===== config.mk =====
export PLATFORM = sky130hd
export DESIGN_NAME = coin_acceptor
export DESIGN_NICKNAME = d
export VERILOG_FILES = /design/src/rtl/coin_acceptor.sv
export SDC_FILE = /design/constraint.sdc
export NUM_CORES = 1
export LEC_CHECK = 0
export ABC_CLOCK_PERIOD_IN_PS = 2300
export BUFFER_PORTS_ARGS = -buffer_cell sky130_fd_sc_hd__buf_2
export CORE_MARGIN = 4
export CORE_UTILIZATION = 50
export CTS_CLUSTER_DIAMETER = 40
export CTS_CLUSTER_SIZE = 28
export DETAILED_ROUTE_END_ITERATION = 10
export PLACE_DENSITY = 0.7
export SLEW_MARGIN = 10
export SYNTH_ARGS = -nofsm -noshare
export SYNTH_HDL_FRONTEND = slang
export SYNTH_SLANG_ARGS = --single-unit
export TNS_END_PERCENT = 5

===== constraint.sdc =====
create_clock -name clk -period 2.3 [get_ports clk]
set_input_delay 0 -clock clk [delete_from_list [all_inputs] [get_ports clk]]
set_output_delay 0 -clock clk [all_outputs]
set_load 0.03 [all_outputs]

===== src/rtl/coin_acceptor.sv =====
// coin_acceptor: synchronises, debounces and classifies three coin-slot sensors into single-cycle coin pulses.
// Optional jam detection (sticky jam flag, forced rejects) is built when COIN_JAM_DETECT_EN is defined.
module coin_acceptor #(
    parameter int DEB_CYCLES = 4,
    parameter int VAL_A      = 2,
    parameter int VAL_B      = 3,
    parameter int VAL_C      = 5,
    parameter int JAM_CYCLES = 64
) (
    input  logic       clk,
    input  logic       reset_n,
    input  logic [2:0] sense,
    input  logic       accept_en,
    output logic [2:0] coin,
    output logic       reject,
    output logic [7:0] reject_cnt,
    output logic       busy,
    output logic       jam
);
    typedef enum logic [1:0] {IDLE, QUALIFY, DECIDE, RELEASE} state_t;

    localparam logic [7:0] deb_last = 8'(DEB_CYCLES - 1);
    localparam logic [2:0] val_a    = 3'(VAL_A);
    localparam logic [2:0] val_b    = 3'(VAL_B);
    localparam logic [2:0] val_c    = 3'(VAL_C);

    if (DEB_CYCLES < 2 || DEB_CYCLES > 255 || VAL_A < 1 || VAL_A > 7 || VAL_B < 1 || VAL_B > 7 ||
        VAL_C < 1 || VAL_C > 7 || JAM_CYCLES <= DEB_CYCLES) begin : g_bad_params
        $error("coin_acceptor: illegal parameter value");
    end

    state_t     state, state_n;
    logic [2:0] s1, s, lat, lat_n, coin_n, lat_val;
    logic [7:0] cnt, cnt_n;
    logic       reject_n;

    always_ff @(posedge clk or negedge reset_n) begin
        if (!reset_n) begin
            s1 <= 3'b0;
            s  <= 3'b0;
        end else begin
            s1 <= sense;
            s  <= s1;
        end
    end

    assign lat_val = lat[0] ? val_a : lat[1] ? val_b : val_c;
    assign busy    = state != IDLE;

    always_comb begin
        state_n  = state;
        cnt_n    = cnt;
        lat_n    = lat;
        coin_n   = 3'b0;
        reject_n = 1'b0;
        case (state)
            IDLE:
                if (s != 3'b0) begin
                    lat_n   = s;
                    cnt_n   = 8'd1;
                    state_n = QUALIFY;
                end
            QUALIFY:
                if (s != lat) state_n = IDLE;
                else if (cnt == deb_last) state_n = DECIDE;
                else cnt_n = cnt + 8'd1;
            DECIDE: begin
                if ($onehot(lat) && accept_en && !jam) coin_n = lat_val;
                else reject_n = 1'b1;
                cnt_n   = 8'd0;
                state_n = RELEASE;
            end
            RELEASE:
                // any sensor activity restarts the release qualification
                if (s != 3'b0) cnt_n = 8'd0;
                else if (cnt == deb_last) state_n = IDLE;
                else cnt_n = cnt + 8'd1;
            default: state_n = IDLE;
        endcase
    end

    always_ff @(posedge clk or negedge reset_n) begin
        if (!reset_n) begin
            state      <= IDLE;
            cnt        <= 8'd0;
            lat        <= 3'b0;
            coin       <= 3'b0;
            reject     <= 1'b0;
            reject_cnt <= 8'd0;
        end else begin
            state  <= state_n;
            cnt    <= cnt_n;
            lat    <= lat_n;
            coin   <= coin_n;
            reject <= reject_n;
            if (reject_n && reject_cnt != 8'hff) reject_cnt <= reject_cnt + 8'd1;
        end
    end

`ifdef COIN_JAM_DETECT_EN
    localparam int hw = $clog2(JAM_CYCLES + 1);
    logic [hw-1:0] hold;

    always_ff @(posedge clk or negedge reset_n) begin
        if (!reset_n) begin
            hold <= '0;
            jam  <= 1'b0;
        end else begin
            if (s == 3'b0) hold <= '0;
            else if (state == RELEASE && hold != hw'(JAM_CYCLES)) hold <= hold + hw'(1);
            if (hold == hw'(JAM_CYCLES)) jam <= 1'b1;
        end
    end
`else
    assign jam = 1'b0;
`endif
endmodule

# Word-level counts from Yosys, hierarchy flattened
# Index checks and enable logic that the tools add are counted.
# totals
register_bits	31
input_bits	6
output_inout_bits	14
wordCells	49
# classes
add_sub_neg	4
eq_ne	12
n_mux	17
n_reduce_logical	8
# ops
cell	count
8-bit 2-to-1 mux	4
8-bit one-hot mux with 4 select lines	1
8-bit by 1-bit adder with 8-bit output (second input constant)	2
3-bit 2-to-1 mux	4
2-bit 2-to-1 mux	5
8-bit by 2-bit == test with 1-bit output (second input constant)	1
2-bit inequality test (second input constant)	4
8-bit inequality test (second input constant)	1
2-bit one-hot mux with 4 select lines	1
2-bit by 1-bit == test with 1-bit output (second input constant)	2
2-bit == test (second input constant)	2
2-bit AND reduction	2
4-bit AND reduction	1
3-bit inequality test	1
3-bit inequality test (second input constant)	1
3-bit nonzero test	1
1-bit by 1-bit adder with 2-bit output	1
2-bit by 1-bit adder with 2-bit output	1
1-bit logical AND	2
2-bit zero test	1
1-bit 2-to-1 mux	2
2-bit nonzero test	1

# Depth between registers and ports, before layout
# Gate-level depths: netlist of the first run.
# logic_depth
depth_word	7
ltp_mapped	6
ltp_nobuf	6

# Worst setup path after synthesis of the first run
# Ideal clock, no wire load.
# synth_timing
kind	reg2reg
from	reg lat[0]
to	reg reject_cnt[1]
setup_ns	0.125
t_arrival_ns	1.948
required_ns	2.175
path_slack_ns	0.227
path_stages_with_launch	6
path_buffers	0
synth_period_minus_slack_ns	2.073
cell_sequence	dfrtp_1 > inv_1 > fa_1 > and3b_1 > a211oi_2 > mux2_2
# synth_via
elab_chain_len	7
# synth_rtl
element	line_no	text
start, declared	33	logic [2:0] s1, s, lat, lat_n, coin_n, lat_val;
start signal, assigned	93	lat <= lat_n;
1-bit by 1-bit adder with 2-bit output (implied by the code)	68	if ($onehot(lat) && accept_en && !jam) coin_n = lat_val;
2-bit by 1-bit adder with 2-bit output (implied by the code)	68	
2-bit by 1-bit == test with 1-bit output	68	
1-bit logical AND	68	
1-bit 2-to-1 mux	68	
1-bit 2-to-1 mux	56	case (state)
1-bit logical AND	96	if (reject_n && reject_cnt != 8'hff) reject_cnt <= reject_cnt + 8'd1;
end signal, assigned	96	
end, declared	16	output logic [7:0] reject_cnt,
# No other way between the ends.
# A chain may end at the register's enable or synchronous reset.

# Worst setup path in the final report of the first run
# layout_timing
from	reg lat[0]
to	reg reject_cnt[4]
# The elaborated chain is that of the path after synthesis.

==> results.toml, run 1 <==
[status]
status = "finished, final reports clean"

[final_layout]
nets = 173
post-route-util_pct = 60.5
layout.area.seq_um2 = 776
antenna_cells = 0
multi_input_area_um2 = 672
layout-drive-gt1-share_pct = 20.7
nFillCells = 248
final_area_mm2 = 0.00173
area_growth_pct = 11.9

[worst_setup_path]
crit_path_end_kind = "flip-flop"
critPathKind = "flip-flop to flip-flop"
cp.arrival_ns = 2.31
required_ns = 2.52
start_kind = "flip-flop"
crit_fanout = 7

[synth]
ys_seq_area_share_pct = 50.3
yosysMostFrequentCell = "dfrtp_1"
ys_seq_elements = 31
synthCells = 139
synth_simple_gate_area_share_pct = 17.7
synth_compound_area_share_pct = 16.3
synth_fa_ha_area_share_pct = 2.92
syn_area_mm2 = 0.00154
yosys_warnings = 0
syn_area_per_cell_um2 = 11.1
synth_top_family_by_area = "simple AND/OR/NAND/NOR gates"
synth_largest_area_cell = "dfrtp_1"
synth_nets = 148
synth_commonest_cells = "dfrtp_1, inv_1, xnor2_1"
async_flop_share_pct = 100
synth_area_leaders = "dfrtp_1, xnor2_1, inv_1, a311oi_1, and3_1"
muxShareOfSynthArea_pct = 0.731
synth_top_area_share_pct = 50.3
synth_cell_types = 39
synth_flop_cell = "dfrtp_1"
synth-edff-count = 0
synthXorXnorAreaFrac_pct = 5.68

[min_path]
hold_class = "input port to flip-flop"

[clock_network]
cts_tree = "yes"
cts_htree_levels = 2
cts_resized = 0
cts_buffer_depth = 2
path_clk_slew_ns = 0.09
clock-sinks = 31
ctsRootBufferMaster = "clkbuf_4"
numCtsBuffers = 5
cts_setup_buffers = 0
postCtsHoldBufs = 4
clock_latency_ns = 0.32

[drt]
drc = 0
via_count = 1147
totalWireLength_um = 2820
wl_per_cell_um = 14.5
drt_iter0_markers = 65
drt_first_pass_iters = 4
viasPerCell = 5.88
drtAntennaViolNets = 0

[global_route]
grt_max_degree = 32
antenna_found_initial = 0
grt_pass1_vias = 1166
grt_remaining_overflow = 0
track_usage_pct = 16.6
grt_pass1_wl_um = 5260

[sta]
hold_viol = 0
setup_viol = 0
max_clock_freq_mhz = 478
period_needed_ns = 2.09
fin_worst_skew_ns = 0.00676
setup_tns_ns = 0
period_share_pct = 90.9
slew_viol_final = 0
slew_headroom_pct = 55.9
worstMarginPinSlew_ns = 0.661
rsz0062_at_grt = "no"

[power_and_ir_drop]
p_total_mw = 1.84
power.density_mw_per_mm2 = 1070
cellLeakagePower_nw = 0.775
ir_drop_v = 0.000599

[placed_design]
io_buffers = 18
place.gp.congestion = 0.843
dpl_cell_area_mm2 = 0.00163
hpwl_um = 1940

[floorplanning]
initial_core_util_pct = 54.0
die_h_um = 63.5
die_area_mm2 = 0.00404
rows = 19
fp.coreArea_mm2 = 0.00285
io_pins = 20
die_w_um = 63.5

[flow_run]
maxCapViolations = 0
[stage by stage]
stage	hold WS, ns	std cells	setup slack [ns]
2_1_floorplan	-0.296	139	0.227
3_3_place_gp	0.0692	184	0.311
3_5_place_dp	0.0698	184	0.220
4_1_cts	0.0327	195	0.204
5_1_grt	0.0519	195	0.0677
6_report	0.0422	195	0.209
[flip-flops by register name, summed over array words and instances, names as in the netlist, named ones only]
name and cells:
cnt 8, s1 3, reject_cnt 8, reject 1
s 3, coin 3, lat 3, state 1
[per-layer routing]
layer | vias up | global-route usage [%] | share of wire, %
met4 | 0 | 6.47 | 1.4
met5 | - | 0 | 0
li1 | 561 | - | -
met1 | 561 | 19.3 | 42
met2 | 20 | 28.4 | 52
met3 | 5 | 4.97 | 4.2
[layout make-up]
| cell class | instances | area share [%] |
|---|---|---|
| repair buffers | 23 | 7.98 |
| well taps | 31 | 2.25 |
| flip-flops and latches | 31 | 45.0 |
| clock inverters | 1 | 0.290 |
| clock buffers | 6 | 2.97 |
| inverters | 12 | 2.61 |
| multi-input cells | 91 | 38.9 |
[cells in the final DEF, fill, tap and decap left out, types with 3 or more instances in the layout]
master,count
nand2b_1,5
nand3_1,6
buf_2,18
xnor2_1,9
nand2_1,6
a311oi_1,5
clkbuf_4,5
dlygate4sd3_1,4
o21ai_0,5
nor3_1,3
inv_1,12
o22ai_1,6
nor2_1,4
and3_1,7
dfrtp_1,31
nand4_1,6
[worst max-delay path, cell delays in order, from the launching register on]
cell	delay [ns]
dfrtp_1	0.47
inv_1	0.12
fa_1	0.54
and3b_1	0.20
a211oi_2	0.19
buf_4	0.19
nand4_1	0.13
xnor2_1	0.15
[power breakdown]
part / leakage (nW) / total [mW] / switching, mW / internal (mW)
Sequential: 0.399 / 0.780 / 0.142 / 0.638
Clock: 0.0341 / 0.313 / 0.171 / 0.141
Combinational: 0.341 / 0.751 / 0.437 / 0.314
[worst paths after layout]
path,depth (start not counted),endpoint,slack (ns),startpoint
setup / recovery,7,reject_cnt[4],0.21,lat[0]
hold / removal,3,reject,0.04,accept_en
setup reg to reg,7,reject_cnt[4],0.21,lat[0]
hold reg to reg,0,s[1],0.35,s1[1]
max in group asynchronous,2,lat[0],1.62,reset_n
min in group asynchronous,2,reject_cnt[5],0.24,reset_n
[cell families after synthesis]
group                    count (synthesis)
adder cells (fa/ha/maj)                  3
AND/OR/NAND/NOR                         45
XOR/XNOR                                10
other                                    1
AO/OA/AOI/OAI                           31
multiplexers                             1
buffers and inverters                   17
flip-flops                              31
No activity file was read; power rests on OpenSTA's default activity.
==> run 2, diff against run 1 <==
- ABC_CLOCK_PERIOD_IN_PS: 2300 -> default
- CELL_PAD_IN_SITES_DETAIL_PLACEMENT: default -> 1
- CELL_PAD_IN_SITES_GLOBAL_PLACEMENT: default -> 1
- CORE_UTILIZATION: 50 -> 44
- PLACE_DENSITY: 0.7 -> 0.76
==> results.toml, run 2 (same netlist as run 1, synthesis figures left out) <==
[clock_network]
ctsRootBufferMaster = "clkbuf_4"
path_clk_slew_ns = 0.10
cts_resized = 0
cts_buffer_depth = 2
cts_tree = "yes"
postCtsHoldBufs = 4
cts_htree_levels = 2
clock_latency_ns = 0.33
cts_setup_buffers = 0
numCtsBuffers = 5
clock-sinks = 31

[floorplanning]
initial_core_util_pct = 45.8
io_pins = 20
die_area_mm2 = 0.00451
die_w_um = 67.2
rows = 21
die_h_um = 67.2
fp.coreArea_mm2 = 0.00336

[sta]
hold_ws_ns = 0.0519
slew_headroom_pct = 55.6
fin_worst_skew_ns = 0.00570
rsz0062_at_grt = "no"
setup_tns_ns = 0
period_share_pct = 93.0
max_clock_freq_mhz = 468
fin_ws_ns = 0.161
hold_viol = 0
setup_viol = 0
slew_viol_final = 0
worstMarginPinSlew_ns = 0.667
period_needed_ns = 2.14

[final_layout]
mostFrequentLayoutCells = "dfrtp_1, buf_2, inv_1"
layout_commonest_cell = "dfrtp_1"
nets = 173
antenna_cells = 0
final_area_mm2 = 0.00177
layout-drive-gt1-share_pct = 21.2
area_growth_pct = 15.1
post-route-util_pct = 52.8
top_regs = "cnt x8, reject_cnt x8"
nFillCells = 413
finalNonFillerCells = 211

[drt]
via_count = 1185
totalWireLength_um = 3420
viasPerCell = 5.62
drtAntennaViolNets = 0
drt_first_pass_iters = 4
drt_iter0_markers = 78
wl_per_cell_um = 16.2
drc = 0

[global_route]
antenna_found_initial = 0
grt_pass1_vias = 1167
grt_max_degree = 32
grt_pass1_wl_um = 5690
grt_remaining_overflow = 0
track_usage_pct = 17.0

[status]
status = "finished, final reports clean"

[min_path]
whs_path_depth = 3
hold_start = "accept_en"
hold_class = "input port to flip-flop"
min_to = "reject"

[power_and_ir_drop]
ir_drop_v = 0.000551
power_frac_clock_pct = 22.3
switching_power_mw = 0.804
cellLeakagePower_nw = 0.789
p_total_mw = 2.02
swShare_pct = 39.9
power.density_mw_per_mm2 = 1140
comb_power_share_pct = 38.6
pwr-share-seq_pct = 39.1
intPower_mw = 1.21

[placed_design]
place_ws_ns = 0.184
place_inst = 199
hpwl_um = 2350
io_buffers = 18
place.gp.congestion = 0.859
dpl_cell_area_mm2 = 0.00165

[worst_setup_path]
critPathKind = "flip-flop to flip-flop"
ff2ff_path_depth = 6
r2r-start = "lat[0]"
crit_path_end_kind = "flip-flop"
r2r_end = "reject_cnt[1]"
rrSetupSlack_ns = 0.16
required_ns = 2.52
start_kind = "flip-flop"
crit_fanout = 8
cp.arrival_ns = 2.36

[flow_run]
maxCapViolations = 0
-- run 2: area by class of cell --
cell class | instances | area [um^2] | area share [%]
sequential | 31 | 776 | 43.7
multi-input combinational | 91 | 672 | 37.9
timing repair buffer | 23 | 138 | 7.76
tap | 46 | 57.6 | 3.24
clock buffer | 6 | 51.3 | 2.89
inverter | 12 | 45.0 | 2.54
clock inverter | 2 | 35.0 | 1.97
-- run 2: layer usage --
metal | vias to the layer above | routed length, um | global-route usage (%)
met5 | - | 0 | 0
met4 | 0 | 31 | 6.33
met3 | 4 | 146 | 4.49
met2 | 25 | 1700 | 27.1
met1 | 594 | 1540 | 22.1
li1 | 562 | - | -
-- run 2: worst max-delay path, stage by stage (launching register included) --
cell	delay (ns)
dfrtp_1	0.49
inv_1	0.12
fa_1	0.55
and3b_1	0.21
a211oi_2	0.15
buf_4	0.19
mux2_2	0.34
-- run 2: power groups by stage --
stage               Clock (mW)  Combinational (mW)  Sequential, mW
finish                   0.450               0.778           0.788
global placement             0               0.727           0.779
global route             0.491               0.855           0.804
CTS                      0.465               0.783           0.784
floorplan                    0               0.590           0.794
detailed placement           0               0.767           0.792
-- run 2: worst max-delay path by stage --
stage | startpoint | to | slack, ns | depth (start not counted)
finish | lat[0] | reject_cnt[1] | 0.16 | 6
global route | lat[0] | reject_cnt[1] | 0.07 | 6
CTS | lat[0] | reject_cnt[1] | 0.15 | 6
detailed placement | lat[0] | reject_cnt[1] | 0.18 | 6
global placement | lat[0] | reject_cnt[1] | 0.29 | 6
floorplan | lat[0] | reject_cnt[1] | 0.23 | 5
==> run 3, diff against run 2 <==
- CAP_MARGIN: default -> 0
- clock period: 2.3 -> 2.1 ns (I/O delays scaled with it)
==> results.toml, run 3 (same netlist as run 1, synthesis figures left out) <==
[final_layout]
top_regs = "cnt x8, reject_cnt x8"
layout_commonest_cell = "dfrtp_1"
area_growth_pct = 15.3
layout-drive-gt1-share_pct = 23.5
nFillCells = 398
finalNonFillerCells = 216
nets = 178
mostFrequentLayoutCells = "dfrtp_1, buf_2, inv_1"
final_area_mm2 = 0.00178
antenna_cells = 0
post-route-util_pct = 52.9

[worst_setup_path]
cp.arrival_ns = 2.16
crit_path_end_kind = "flip-flop"
path_buf_inv = 2
critPathMaxStageDelay_ns = 0.53
required_ns = 2.33
critPathTopFamily = "adder cells"
crit_fanout = 8
critPathKind = "flip-flop to flip-flop"
cp_slowest_cell = "fa_1"
worstPathCellList = "inv_1 > fa_1 > and3b_1 > a211oi_2 > buf_4 > mux2_2"
start_kind = "flip-flop"

[power_and_ir_drop]
cellLeakagePower_nw = 0.799
power.density_mw_per_mm2 = 1190
p_total_mw = 2.11
ir_drop_v = 0.000514

[sta]
period_share_pct = 92.2
hold_viol = 0
hold_ws_ns = 0.0630
slew_viol_final = 0
setup_tns_ns = 0
setup_viol = 0
fin_ws_ns = 0.163
worstMarginPinSlew_ns = 0.663
period_needed_ns = 1.94
fin_worst_skew_ns = 0.0134
slew_headroom_pct = 55.8
rsz0062_at_grt = "no"
max_clock_freq_mhz = 516

[global_route]
antenna_found_initial = 0
met1_usage_pct = 24.3
grt_pass1_wl_um = 6200
grt_pass1_vias = 1292
top_usage_layer = "met2"
grt_util_met2_pct = 29.1
grt_max_degree = 32
grt_remaining_overflow = 0
track_usage_pct = 18.4
use_met3_pct = 4.99

[clock_network]
cts_tree = "yes"
path_clk_slew_ns = 0.10
clock_latency_ns = 0.33
ctsRootBufferMaster = "clkbuf_4"
cts_htree_levels = 2
cts_buffer_depth = 2
postCtsHoldBufs = 4
numCtsBuffers = 5
clock-sinks = 31
cts_setup_buffers = 0
cts_resized = 0

[drt]
drc = 0
drtAntennaViolNets = 0
drt_first_pass_iters = 4
wl_per_cell_um = 15.9
totalWireLength_um = 3430
viasPerCell = 5.54
drt_iter0_markers = 45
via_count = 1197

[floorplanning]
fp.coreArea_mm2 = 0.00336
die_h_um = 67.2
die_area_mm2 = 0.00451
rows = 21
initial_core_util_pct = 45.8
die_w_um = 67.2
io_pins = 20

[placed_design]
place.gp.congestion = 0.789
place_inst = 204
io_buffers = 18
hpwl_um = 2550
dpl_cell_area_mm2 = 0.00169
place_ws_ns = 0.174

[min_path]
hold_class = "input port to flip-flop"

[status]
status = "finished, final reports clean"

[flow_run]
maxCapViolations = 0
-- run 3: cell type report --
class / instances / area (um^2) / area share (%)
repair buffers: 28 / 175 / 9.85
flip-flops and latches: 31 / 776 / 43.6
inverters: 12 / 45.0 / 2.53
clock buffers: 5 / 37.5 / 2.11
multi-input cells: 91 / 672 / 37.8
well taps: 46 / 57.6 / 3.24
clock inverters: 3 / 15.0 / 0.844
-- run 3: power by group --
group | internal, mW | switching, mW
Combinational | 0.401 | 0.573
Clock | 0.124 | 0.208
Sequential | 0.699 | 0.106
-- run 3: worst paths after layout --
check	from	end	slack, ns	cells after the start
worst max-delay path	lat[0]	reject_cnt[1]	0.16	6
worst min register to register	s1[1]	s[1]	0.36	0
max in group asynchronous	reset_n	reject_cnt[7]	1.44	2
worst min-delay path	accept_en	reject	0.06	3
worst max register to register	lat[0]	reject_cnt[1]	0.16	6
min in group asynchronous	reset_n	cnt[4]	0.23	2
-- run 3: metal layers --
layer,routed length [um],vias up
met5,0,-
met1,1580,594
met4,40,0
met3,136,5
met2,1680,20
li1,-,578
-- run 3: worst reg2reg max path: cells and delay by family (launching register included) --
family                     cells  cell delay (ns)
DFF                            1             0.36
AOI/OAI and AO/OA              1             0.14
adders and majority gates      1             0.53
and+or+nand+nor                1             0.21
buffers and inverters          2             0.26
muxes                          1             0.34
